## src/rtl/io_input_cond_if.sv

```systemverilog
// Bus between the raw board inputs / MMIO side and the input conditioner.
// The board/CPU side uses master; the conditioner uses slave.
interface io_input_cond_if #(
   parameter int unsigned NUM_BTN  = 5,
   parameter int unsigned SW_WIDTH = 24
);
   logic [NUM_BTN-1:0]  btn_raw;
   logic [SW_WIDTH-1:0] sw_raw;
   logic [NUM_BTN-1:0]  sticky_clr;
   logic [NUM_BTN-1:0]  btn_level;
   logic [NUM_BTN-1:0]  btn_rise;
   logic [NUM_BTN-1:0]  btn_fall;
   logic [NUM_BTN-1:0]  btn_sticky;
   logic [SW_WIDTH-1:0] sw_sync;
   logic                sw_changed;

   modport master (
      output btn_raw, sw_raw, sticky_clr,
      input  btn_level, btn_rise, btn_fall, btn_sticky, sw_sync, sw_changed
   );

   modport slave (
      input  btn_raw, sw_raw, sticky_clr,
      output btn_level, btn_rise, btn_fall, btn_sticky, sw_sync, sw_changed
   );
endinterface

```

## src/rtl/io_input_cond.sv

```systemverilog
// Input conditioner: two-flop synchronisers for buttons and switches, per-channel
// button debounce with rise/fall pulses and sticky press flags, switch change pulse.
module io_input_cond #(
   parameter int unsigned NUM_BTN         = 5,
   parameter int unsigned SW_WIDTH        = 24,
   parameter int unsigned DEBOUNCE_CYCLES = 16
) (
   input logic              cpuclk,
   input logic              rst_n,
   io_input_cond_if.slave   io
);
   localparam int unsigned        CNT_W = $clog2(DEBOUNCE_CYCLES + 1);
   localparam logic [CNT_W-1:0]   TERM  = CNT_W'(DEBOUNCE_CYCLES - 1);

   logic [NUM_BTN-1:0]  btn_s1;
   logic [NUM_BTN-1:0]  btn_s2;
   logic [SW_WIDTH-1:0] sw_s1;
   logic [SW_WIDTH-1:0] sw_s2;

   logic [NUM_BTN-1:0]  stable;
   logic [NUM_BTN-1:0]  stable_next;
   logic [CNT_W-1:0]    cnt      [NUM_BTN];
   logic [CNT_W-1:0]    cnt_next [NUM_BTN];
   logic [NUM_BTN-1:0]  rise_q;
   logic [NUM_BTN-1:0]  rise_next;
   logic [NUM_BTN-1:0]  fall_q;
   logic [NUM_BTN-1:0]  fall_next;
   logic [NUM_BTN-1:0]  sticky_q;
   logic [NUM_BTN-1:0]  sticky_next;
   logic                sw_changed_q;

   // Plain synchroniser chains: nothing may sit between s1 and s2.
   always_ff @(posedge cpuclk or negedge rst_n) begin
      if (!rst_n) begin
         btn_s1 <= '0;
         btn_s2 <= '0;
         sw_s1  <= '0;
         sw_s2  <= '0;
      end else begin
         btn_s1 <= io.btn_raw;
         btn_s2 <= btn_s1;
         sw_s1  <= io.sw_raw;
         sw_s2  <= sw_s1;
      end
   end

   // A change is accepted only after s2 differs from stable on DEBOUNCE_CYCLES
   // consecutive edges; any return to stable restarts the count.
   always_comb begin
      stable_next = stable;
      cnt_next    = cnt;
      rise_next   = '0;
      fall_next   = '0;
      for (int unsigned i = 0; i < NUM_BTN; i++) begin
         if (btn_s2[i] == stable[i]) begin
            cnt_next[i] = '0;
         end else if (cnt[i] == TERM) begin
            cnt_next[i]    = '0;
            stable_next[i] = btn_s2[i];
            rise_next[i]   = btn_s2[i];
            fall_next[i]   = ~btn_s2[i];
         end else begin
            cnt_next[i] = cnt[i] + CNT_W'(1);
         end
      end
      // Set wins over a same-edge clear.
      sticky_next = (sticky_q & ~io.sticky_clr) | rise_next;
   end

   always_ff @(posedge cpuclk or negedge rst_n) begin
      if (!rst_n) begin
         stable   <= '0;
         rise_q   <= '0;
         fall_q   <= '0;
         sticky_q <= '0;
         for (int unsigned i = 0; i < NUM_BTN; i++) begin
            cnt[i] <= '0;
         end
      end else begin
         stable   <= stable_next;
         rise_q   <= rise_next;
         fall_q   <= fall_next;
         sticky_q <= sticky_next;
         for (int unsigned i = 0; i < NUM_BTN; i++) begin
            cnt[i] <= cnt_next[i];
         end
      end
   end

   // Compare s1 against s2 so the pulse lines up with the first cycle of new sw_sync.
   always_ff @(posedge cpuclk or negedge rst_n) begin
      if (!rst_n) begin
         sw_changed_q <= 1'b0;
      end else begin
         sw_changed_q <= |(sw_s1 ^ sw_s2);
      end
   end

   assign io.btn_level  = stable;
   assign io.btn_rise   = rise_q;
   assign io.btn_fall   = fall_q;
   assign io.btn_sticky = sticky_q;
   assign io.sw_sync    = sw_s2;
   assign io.sw_changed = sw_changed_q;
endmodule

```

## src/flat_wrapper.sv

```systemverilog
// flat-port wrapper written by rule: the top's interface ports become plain ports
module io_input_cond_flat 
#(
   parameter int unsigned NUM_BTN         = 5,
   parameter int unsigned SW_WIDTH        = 24,
   parameter int unsigned DEBOUNCE_CYCLES = 16
)
  (cpuclk, rst_n, io_btn_raw, io_sw_raw, io_sticky_clr, io_btn_level, io_btn_rise, io_btn_fall, io_btn_sticky, io_sw_sync, io_sw_changed);
  io_input_cond_if #(.NUM_BTN(NUM_BTN), .SW_WIDTH(SW_WIDTH)) io_i ();
  input logic cpuclk;
  input logic rst_n;
  input wire logic [$bits(io_i.btn_raw)-1:0] io_btn_raw;
  input wire logic [$bits(io_i.sw_raw)-1:0] io_sw_raw;
  input wire logic [$bits(io_i.sticky_clr)-1:0] io_sticky_clr;
  output wire logic [$bits(io_i.btn_level)-1:0] io_btn_level;
  output wire logic [$bits(io_i.btn_rise)-1:0] io_btn_rise;
  output wire logic [$bits(io_i.btn_fall)-1:0] io_btn_fall;
  output wire logic [$bits(io_i.btn_sticky)-1:0] io_btn_sticky;
  output wire logic [$bits(io_i.sw_sync)-1:0] io_sw_sync;
  output wire logic [$bits(io_i.sw_changed)-1:0] io_sw_changed;
  assign io_i.btn_raw = io_btn_raw;
  assign io_i.sw_raw = io_sw_raw;
  assign io_i.sticky_clr = io_sticky_clr;
  assign io_btn_level = io_i.btn_level;
  assign io_btn_rise = io_i.btn_rise;
  assign io_btn_fall = io_i.btn_fall;
  assign io_btn_sticky = io_i.btn_sticky;
  assign io_sw_sync = io_i.sw_sync;
  assign io_sw_changed = io_i.sw_changed;
  io_input_cond #(.NUM_BTN(NUM_BTN), .SW_WIDTH(SW_WIDTH), .DEBOUNCE_CYCLES(DEBOUNCE_CYCLES)) u_core (.cpuclk(cpuclk), .rst_n(rst_n), .io(io_i));
endmodule
```

## config.mk

```make
export PLATFORM = sky130hd
export DESIGN_NAME = io_input_cond_flat
export DESIGN_NICKNAME = d
export VERILOG_FILES = /design/src/rtl/io_input_cond_if.sv /design/src/rtl/io_input_cond.sv /design/src/flat_wrapper.sv
export SDC_FILE = /design/constraint.sdc
export NUM_CORES = 1
export LEC_CHECK = 0
export CAP_MARGIN = 20
export CORE_MARGIN = 10
export CORE_UTILIZATION = 50
export CTS_CLUSTER_SIZE = 25
export DETAILED_ROUTE_END_ITERATION = 7
export PLACE_DENSITY = 0.84
export SYNTH_ARGS = -nofsm -noshare
export SYNTH_HDL_FRONTEND = slang
export SYNTH_SLANG_ARGS = --single-unit
```

## constraint.sdc

```tcl
create_clock -name cpuclk -period 1.9 [get_ports cpuclk]
set_input_delay 0.285 -clock cpuclk [delete_from_list [all_inputs] [get_ports cpuclk]]
set_output_delay 0.285 -clock cpuclk [all_outputs]
set_load 0.02 [all_outputs]
```

# Yosys cells after proc, flatten, opt, wreduce, memory -nomap -nowiden
# Index checks and enable logic that the tools add are counted.
[classes] reduce_logical=6 bitwise_logic=14 mux=30 eq_ne=10 n_addsub=5
[ops] cell="5-bit 2-to-1 mux" count=10
[ops] cell="5-bit by 1-bit adder with 5-bit output (second input constant)" count=5
[ops] cell="5-bit by 4-bit == test with 1-bit output (second input constant)" count=5
[ops] cell="24-bit OR reduction" count=1
[ops] cell="24-bit bitwise XOR" count=1
[ops] cell="1-bit 2-to-1 mux" count=20
[ops] cell="1-bit inverter" count=10
[ops] cell="2-bit AND reduction" count=5
[ops] cell="5-bit AND" count=1
[ops] cell="1-bit == test" count=5
[ops] cell="5-bit inverter" count=1
[ops] cell="5-bit bitwise OR" count=1
[word_totals] out_inout_bits=45 input_bits=36 register_bits=104 word_cells=83

# Depth between registers and ports, before layout
# Gate-level depths: netlist (run 1).
[logic_depth] depth_word=4 depth_mapped=5 ltp_nobuf=5

# Least setup slack after synthesis (run 1)
# No wires, ideal clock.
[synth_timing] path_kind="register to register" startpoint="register u_core.cnt[0] in the netlist's numbering" endpoint="register u_core.stable[4], in the netlist u_core.io.btn_level[4]" synth_period_minus_slack_ps=1287 t_arrival_ps=1160 required_time_ps=1772 stages_incl_launch_ff=5 path_buffers=0 setup_ps=128 slack_ps=613 cell_sequence="dfrtp_1 > ha_1 > nand3_1 > or2_4 > mux2_1"
[synth_via] elab_chain_len=2
[synth_rtl] item="from (decl)" line="io_input_cond.sv:22" rtl="logic [CNT_W-1:0] cnt [NUM_BTN];"
[synth_rtl] item="from (signal, indexed assignment)" line="io_input_cond.sv:85" rtl="cnt[i] <= cnt_next[i];"
[synth_rtl] item="5-bit by 4-bit == test with 1-bit output" line="io_input_cond.sv:57" rtl="end else if (cnt[i] == TERM) begin"
[synth_rtl] item="2-bit AND reduction (no source line)"
[synth_rtl] item="to (signal assigned)" line="io_input_cond.sv:80" rtl="stable <= stable_next;"
[synth_rtl] item="to (decl)" line="io_input_cond.sv:20" rtl="logic [NUM_BTN-1:0] stable;"
# Every way passes these cells.
# A chain may end at the register's enable or synchronous reset.

# Final worst setup path (run 1)
[layout_timing] startpoint="register u_core.stable[3], in the netlist u_core.io.btn_level[3]" endpoint="output io_btn_level[3]"
[layout_rtl] item="to (decl)" line="flat_wrapper.sv:15" rtl="output wire logic [$bits(io_i.btn_level)-1:0] io_btn_level;"
# No word-level cell between the ends.

==> impl_metrics.csv, run 1 <==
group,metric,value,unit
sta,maxSlewHeadroom,63.5,%
layout,multi_input_area,918,um^2
power,power_leakage,2.22,nW
global_routing,grt_max_degree,43,
worst_setup_path,critical_path_required,1.62,ns
clock_network,cts_setup_buffers,0,
logic_synthesis,ys_ff_latch,104,
sta,setup_tns,0,ns
layout,fill_cells,489,
clock_network,cts_buffers,9,
floorplan,coreArea,6830,um^2
logic_synthesis,post_synth.cell_area_avg,15.7,um^2
logic_synthesis,synth_nets,267,
logic_synthesis,yosys.area.top_type,"dfrtp_1",
routing,ant_nets,0,
placement,post_dp_cell_area,4510,um^2
power,power.share.switching,22.5,%
sta,period_needed,1.75,ns
worst_setup_path,start_kind,"flop",
clock_network,cts_hold_buf,1,
global_routing,grtUsageTotal,12.7,%
clock_network,clk_path_buf_depth,2,
global_routing,grt_pass1_vias,2211,
sta,fin_crit_sh,92.2,%
logic_synthesis,mappedNetlistArea,3540,um^2
status,outcome,"complete, no violations",
worst_setup_path,path_buf_inv,1,
routing,viasPerCell,4.73,
placement,dp_hpwl,5000,um
placement,portBuffers,80,
logic_synthesis,synth_fa_ha_area_share,1.77,%
logic_synthesis,synth-compound-area-share,1.06,%
worst_setup_path,critical_path.top_delay_family,"buffers and inverters",
logic_synthesis,netlist.area_leader.share,73.5,%
worst_setup_path,cp_cell_sequence,"clkdlybuf4s50_1",
min_path,min_path_type,"in2reg",
logic_synthesis,syn_inst,226,
sta,fmax,571,MHz
clock_network,cts-root-buf,"clkbuf_8",
power,pwr_density_cell,877,nW/um^2
routing,drt_iter0_drc,25,
global_routing,grt_pass1_wl,11000,um
layout,area_delta_synth_final,33.8,%
sta,finalSetupViolations,0,
global_routing,antenna_found_initial,0,
routing,wl,6520,um
clock_network,ctsResizeCount,0,
clock_network,clk_latency,0.36,ns
layout,drive_gt1_share,10.4,%
logic_synthesis,synth_top_family_by_area,"simple AND/OR/NAND/NOR gates",
sta,rsz0062_at_grt,"no",
job,cap_violations,0,
routing,post-route-drc-count,0,
power,clockPowerShare,35.4,%
sta,hold_viol,0,
logic_synthesis,synth_area_leaders,"dfrtp_1 74%, xor2_1 5.7%, xnor2_1 4.0%",
clock_network,cts_num_sinks,104,
floorplan,io_pins,81,
layout,final_area,4740,um^2
sta,tightestPinTransition,0.548,ns
worst_setup_path,worstSetupPathType,"reg2out",
logic_synthesis,synth_xor_area_share,9.65,%
global_routing,overflow,0,
routing,vias,1997,
floorplan,initial_utilization,51.8,%
power,switching_power,936,uW
sta,slew_viol_final,0,
floorplan,rows,30,
logic_synthesis,yosysWarnings,0,
power,seqPwrFrac,57.0,%
worst_setup_path,cpMaxStageDelayCell,"clkdlybuf4s50_1",
worst_setup_path,worstSetupEndpointType,"primary output",
layout,regArea,2600,um^2
power,total_power,4.15,mW
worst_setup_path,critPathMaxFanout,5,
clock_network,cts-htree-levels,3,
logic_synthesis,synth_cell_type_count,19,
worst_setup_path,cpPeakStageDelay,0.65,ns
placement,place.gp.congestion,0.784,
sta,finClkSkew,0.00872,ns
layout,final_nets,362,
routing,wl_per_cell,15.4,um
logic_synthesis,synthMuxAreaShare,2.01,%
power,p_int,3.22,mW
floorplan,die_x,104,um
layout,num_antenna_cells,0,
clock_network,tritoncts,"done",
routing,first_pass_iters,4,
power,ir_drop,455,uV
worst_setup_path,arrival,1.47,ns
logic_synthesis,synthSimpleGateAreaFrac,11.5,%
floorplan,die_h,104,um
power,p_comb_share,7.7,%
clock_network,path_clk_slew,0.10,ns
floorplan,die_area,10800,um^2
sta,whs,0.353,ns
layout,mostFrequentLayoutCell,"dfrtp_1",
layout,final_cell_mix,"104 x dfrtp_1, 79 x clkdlybuf4s50_1, 23 x xor2_1",
logic_synthesis,yosysSeqAreaShare,73.5,%
layout,fin_util,69.3,%
==> layout make-up <==
type,count,area share (%)
Sequential cell,104,55.0
Multi-Input combinational cell,117,19.4
Timing Repair Buffer,84,18.1
Clock buffer,9,2.62
Tap cell,96,2.54
Clock inverter,7,2.03
Inverter,5,0.396
==> cell families (layout without fill, tap and decap cells) <==
kind of cell / Yosys count / in the layout
AOI/OAI and AO/OA: 5 / 5
and+or+nand+nor: 63 / 63
xor gates and xnor gates: 39 / 39
DFF: 104 / 104
adders and majority gates: 5 / 5
muxes: 5 / 5
buffers and inverters: 5 / 105
==> metal layers <==
layer  up-vias  part of all wire [%]  wire length (um)  global-route usage, %
met2        51                    54              3500                   22.1
met1       993                    41              2640                   14.0
met4         0                   1.4                92                   5.96
met5         -                     0                 0                      0
met3         9                   4.4               286                   3.41
li1        944                     -                 -                      -
==> Yosys cell counts <==
cell type / count
dfrtp_1: 104
nor3b_2: 3
nor3b_1: 5
and2_1: 6
mux2_4: 4
nand3_1: 11
inv_1: 5
nor3b_4: 2
xor2_1: 23
mux2_1: 1
a21o_1: 5
nor4_1: 3
nand2_1: 5
and3_1: 9
xnor2_1: 16
nor2_1: 10
or2_4: 5
nand4_1: 4
ha_1: 5
==> power by group through the flow <==
stage | combinational [mW] | clock, mW | sequential (mW)
2_1_floorplan | 0.0873 | 0 | 2.43
3_3_place_gp | 0.315 | 0 | 2.40
3_5_place_dp | 0.324 | 0 | 2.41
4_1_cts | 0.329 | 1.50 | 2.37
5_1_grt | 0.355 | 1.59 | 2.38
6_report | 0.319 | 1.47 | 2.37
==> metrics by stage <==
stage,instances,worst slack (ns)
2_1_floorplan,226,0.613
3_3_place_gp,405,0.544
3_5_place_dp,405,0.525
4_1_cts,422,0.123
5_1_grt,422,0.0765
6_report,422,0.148
==> state kept, by name, summed over array words and instances (netlist names) <==
name,flops
u_core.io.sw_changed,1
u_core.sw_s1,24
u_core.io.btn_sticky,5
u_core.btn_s1,5
u_core.cnt,25
u_core.io.sw_sync,24
u_core.io.btn_rise,5
u_core.io.btn_fall,5
u_core.btn_s2,5
u_core.io.btn_level,5
==> worst paths after layout <==
kind | startpoint | to | slack [ns] | cells after the start
max in group asynchronous | rst_n | u_core.io.btn_fall[4] | 0.87 | 3
hold / removal | io_sw_raw[11] | u_core.sw_s1[11] | 0.35 | 1
setup / recovery | u_core.io.btn_level[3] | io_btn_level[3] | 0.15 | 1
hold reg to reg | u_core.btn_s1[3] | u_core.btn_s2[3] | 0.35 | 0
setup reg to reg | u_core.cnt[5] | u_core.io.btn_level[3] | 0.50 | 4
min in group asynchronous | rst_n | u_core.io.btn_sticky[2] | 0.45 | 2
(Power assumes the default switching activity.)
==> inputs of run 2 (changes only) <==
Settings changed: PLACE_DENSITY 0.84 to 0.81.
==> impl_metrics.csv, run 2 (synthesis gave the netlist of run 1 again) <==
group,metric,value,unit
status,outcome,"complete, no violations",
floorplan,coreArea,6830,um^2
worst_setup_path,arrival,1.47,ns
sta,whs,0.358,ns
min_path,worstHoldPathCells,0,
floorplan,die_h,104,um
routing,first_pass_iters,3,
sta,finalSetupViolations,0,
worst_setup_path,worstSetupEndpointType,"primary output",
worst_setup_path,cpPeakStageDelay,0.65,ns
power,power.share.switching,22.3,%
layout,drive_gt1_share,10.2,%
worst_setup_path,critPathMaxFanout,5,
worst_setup_path,critical_path_required,1.62,ns
worst_setup_path,cpMaxStageDelayCell,"clkdlybuf4s50_1",
routing,viasPerCell,4.69,
clock_network,cts-htree-levels,3,
power,p_int,3.22,mW
power,clockPowerShare,35.2,%
min_path,min_path_type,"reg2reg",
floorplan,die_area,10800,um^2
worst_setup_path,path_depth,1,
routing,vias,1974,
floorplan,die_x,104,um
routing,wl_per_cell,15.1,um
sta,fmax,570,MHz
sta,fin_crit_sh,92.4,%
clock_network,cts_buffers,9,
worst_setup_path,rr_worst_depth,4,
clock_network,cts_num_sinks,104,
power,pwr_density_cell,876,nW/um^2
sta,setup_tns,0,ns
worst_setup_path,worstSetupPathType,"reg2out",
power,total_power,4.14,mW
power,power_leakage,2.21,nW
global_routing,grt_pass1_vias,2161,
clock_network,path_clk_slew,0.10,ns
placement,place.gp.congestion,0.688,
global_routing,antenna_found_initial,0,
clock_network,ctsResizeCount,0,
global_routing,grt_max_degree,43,
clock_network,cts_setup_buffers,0,
power,ir_drop,504,uV
floorplan,initial_utilization,51.8,%
worst_setup_path,path_buf_inv,1,
sta,finClkSkew,0.0106,ns
routing,post-route-drc-count,0,
sta,hold_viol,0,
placement,portBuffers,80,
routing,drt_iter0_drc,48,
layout,top_register,"u_core.cnt",
placement,place_inst,404,
layout,mostFrequentLayoutCell,"dfrtp_1",
floorplan,io_pins,81,
placement,dp_hpwl,4860,um
global_routing,grt_pass1_wl,10600,um
sta,slew_viol_final,0,
sta,rsz0062_at_grt,"no",
layout,num_antenna_cells,0,
floorplan,rows,30,
clock_network,tritoncts,"done",
routing,wl,6340,um
sta,period_needed,1.76,ns
job,cap_violations,0,
power,seqPwrFrac,57.1,%
layout,final_cells,421,
clock_network,cts-root-buf,"clkbuf_8",
layout,area_delta_synth_final,33.6,%
global_routing,overflow,0,
power,p_comb_share,7.7,%
global_routing,grtUsageTotal,12.1,%
layout,fin_util,69.2,%
clock_network,clk_path_buf_depth,2,
layout,largest_reg_flops,25,
routing,ant_nets,0,
worst_setup_path,critical_path.top_delay_family,"buffers and inverters",
layout,final_cell_mix,"104 x dfrtp_1, 79 x clkdlybuf4s50_1, 23 x xor2_1",
power,switching_power,923,uW
worst_setup_path,cp_cell_sequence,"clkdlybuf4s50_1",
sta,tightestPinTransition,0.394,ns
worst_setup_path,start_kind,"flop",
sta,maxSlewHeadroom,73.8,%
layout,final_nets,361,
clock_network,clk_latency,0.35,ns
-- run 2: changes by cell type in the layout (fill, tap and decap cells not counted) --
| cell | change |
|---|---|
| buf_4 | -1 |
-- run 2: final cells by class --
| class | count | area (um^2) |
|---|---|---|
| clock inverter | 7 | 96.3 |
| tap | 96 | 120 |
| clock buffer | 9 | 124 |
| multi-input combinational | 117 | 918 |
| fill | 522 | 2100 |
| timing repair buffer | 83 | 848 |
| inverter | 5 | 18.8 |
| sequential | 104 | 2600 |
-- run 2: metrics by stage --
| stage | cell area [um^2] | setup WS, ns |
|---|---|---|
| 2_1_floorplan | 3540 | 0.613 |
| 3_3_place_gp | 4500 | 0.548 |
| 3_5_place_dp | 4500 | 0.521 |
| 4_1_cts | 4730 | 0.120 |
| 5_1_grt | 4730 | 0.0826 |
| 6_report | 4730 | 0.145 |
-- run 2: layer usage --
metal / track usage [%] / routed length, um / vias up
met5: 0 / 0 / -
met1: 14.2 / 2790 / 975
met4: 6.46 / 142 / 0
met2: 19.3 / 3090 / 55
met3: 3.72 / 317 / 12
li1: - / - / 932
-- run 2: what timing repair did --
action | in CTS | in global routing
setup endpoints to repair | 0 | 0
endpoints found under the hold margin | 27 | 0
hold buffers | 1 | 0
-- run 2: worst paths after layout --
kind,startpoint,to,slack (ns)
setup / recovery,u_core.io.btn_level[4],io_btn_level[4],0.14
hold / removal,u_core.btn_s1[0],u_core.btn_s2[0],0.36
setup reg to reg,u_core.cnt[10],u_core.io.btn_level[2],0.53
hold reg to reg,u_core.btn_s1[0],u_core.btn_s2[0],0.36
max in group asynchronous,rst_n,u_core.io.sw_sync[12],0.95
min in group asynchronous,rst_n,u_core.btn_s2[2],0.40
-- run 2: power groups by stage --
stage / Combinational, mW / Clock (mW) / Sequential (mW)
final: 0.318 / 1.46 / 2.36
after global placement: 0.316 / 0 / 2.40
after detailed placement: 0.323 / 0 / 2.41
after CTS: 0.327 / 1.50 / 2.36
after global routing: 0.350 / 1.60 / 2.38
after floorplan: 0.0873 / 0 / 2.43
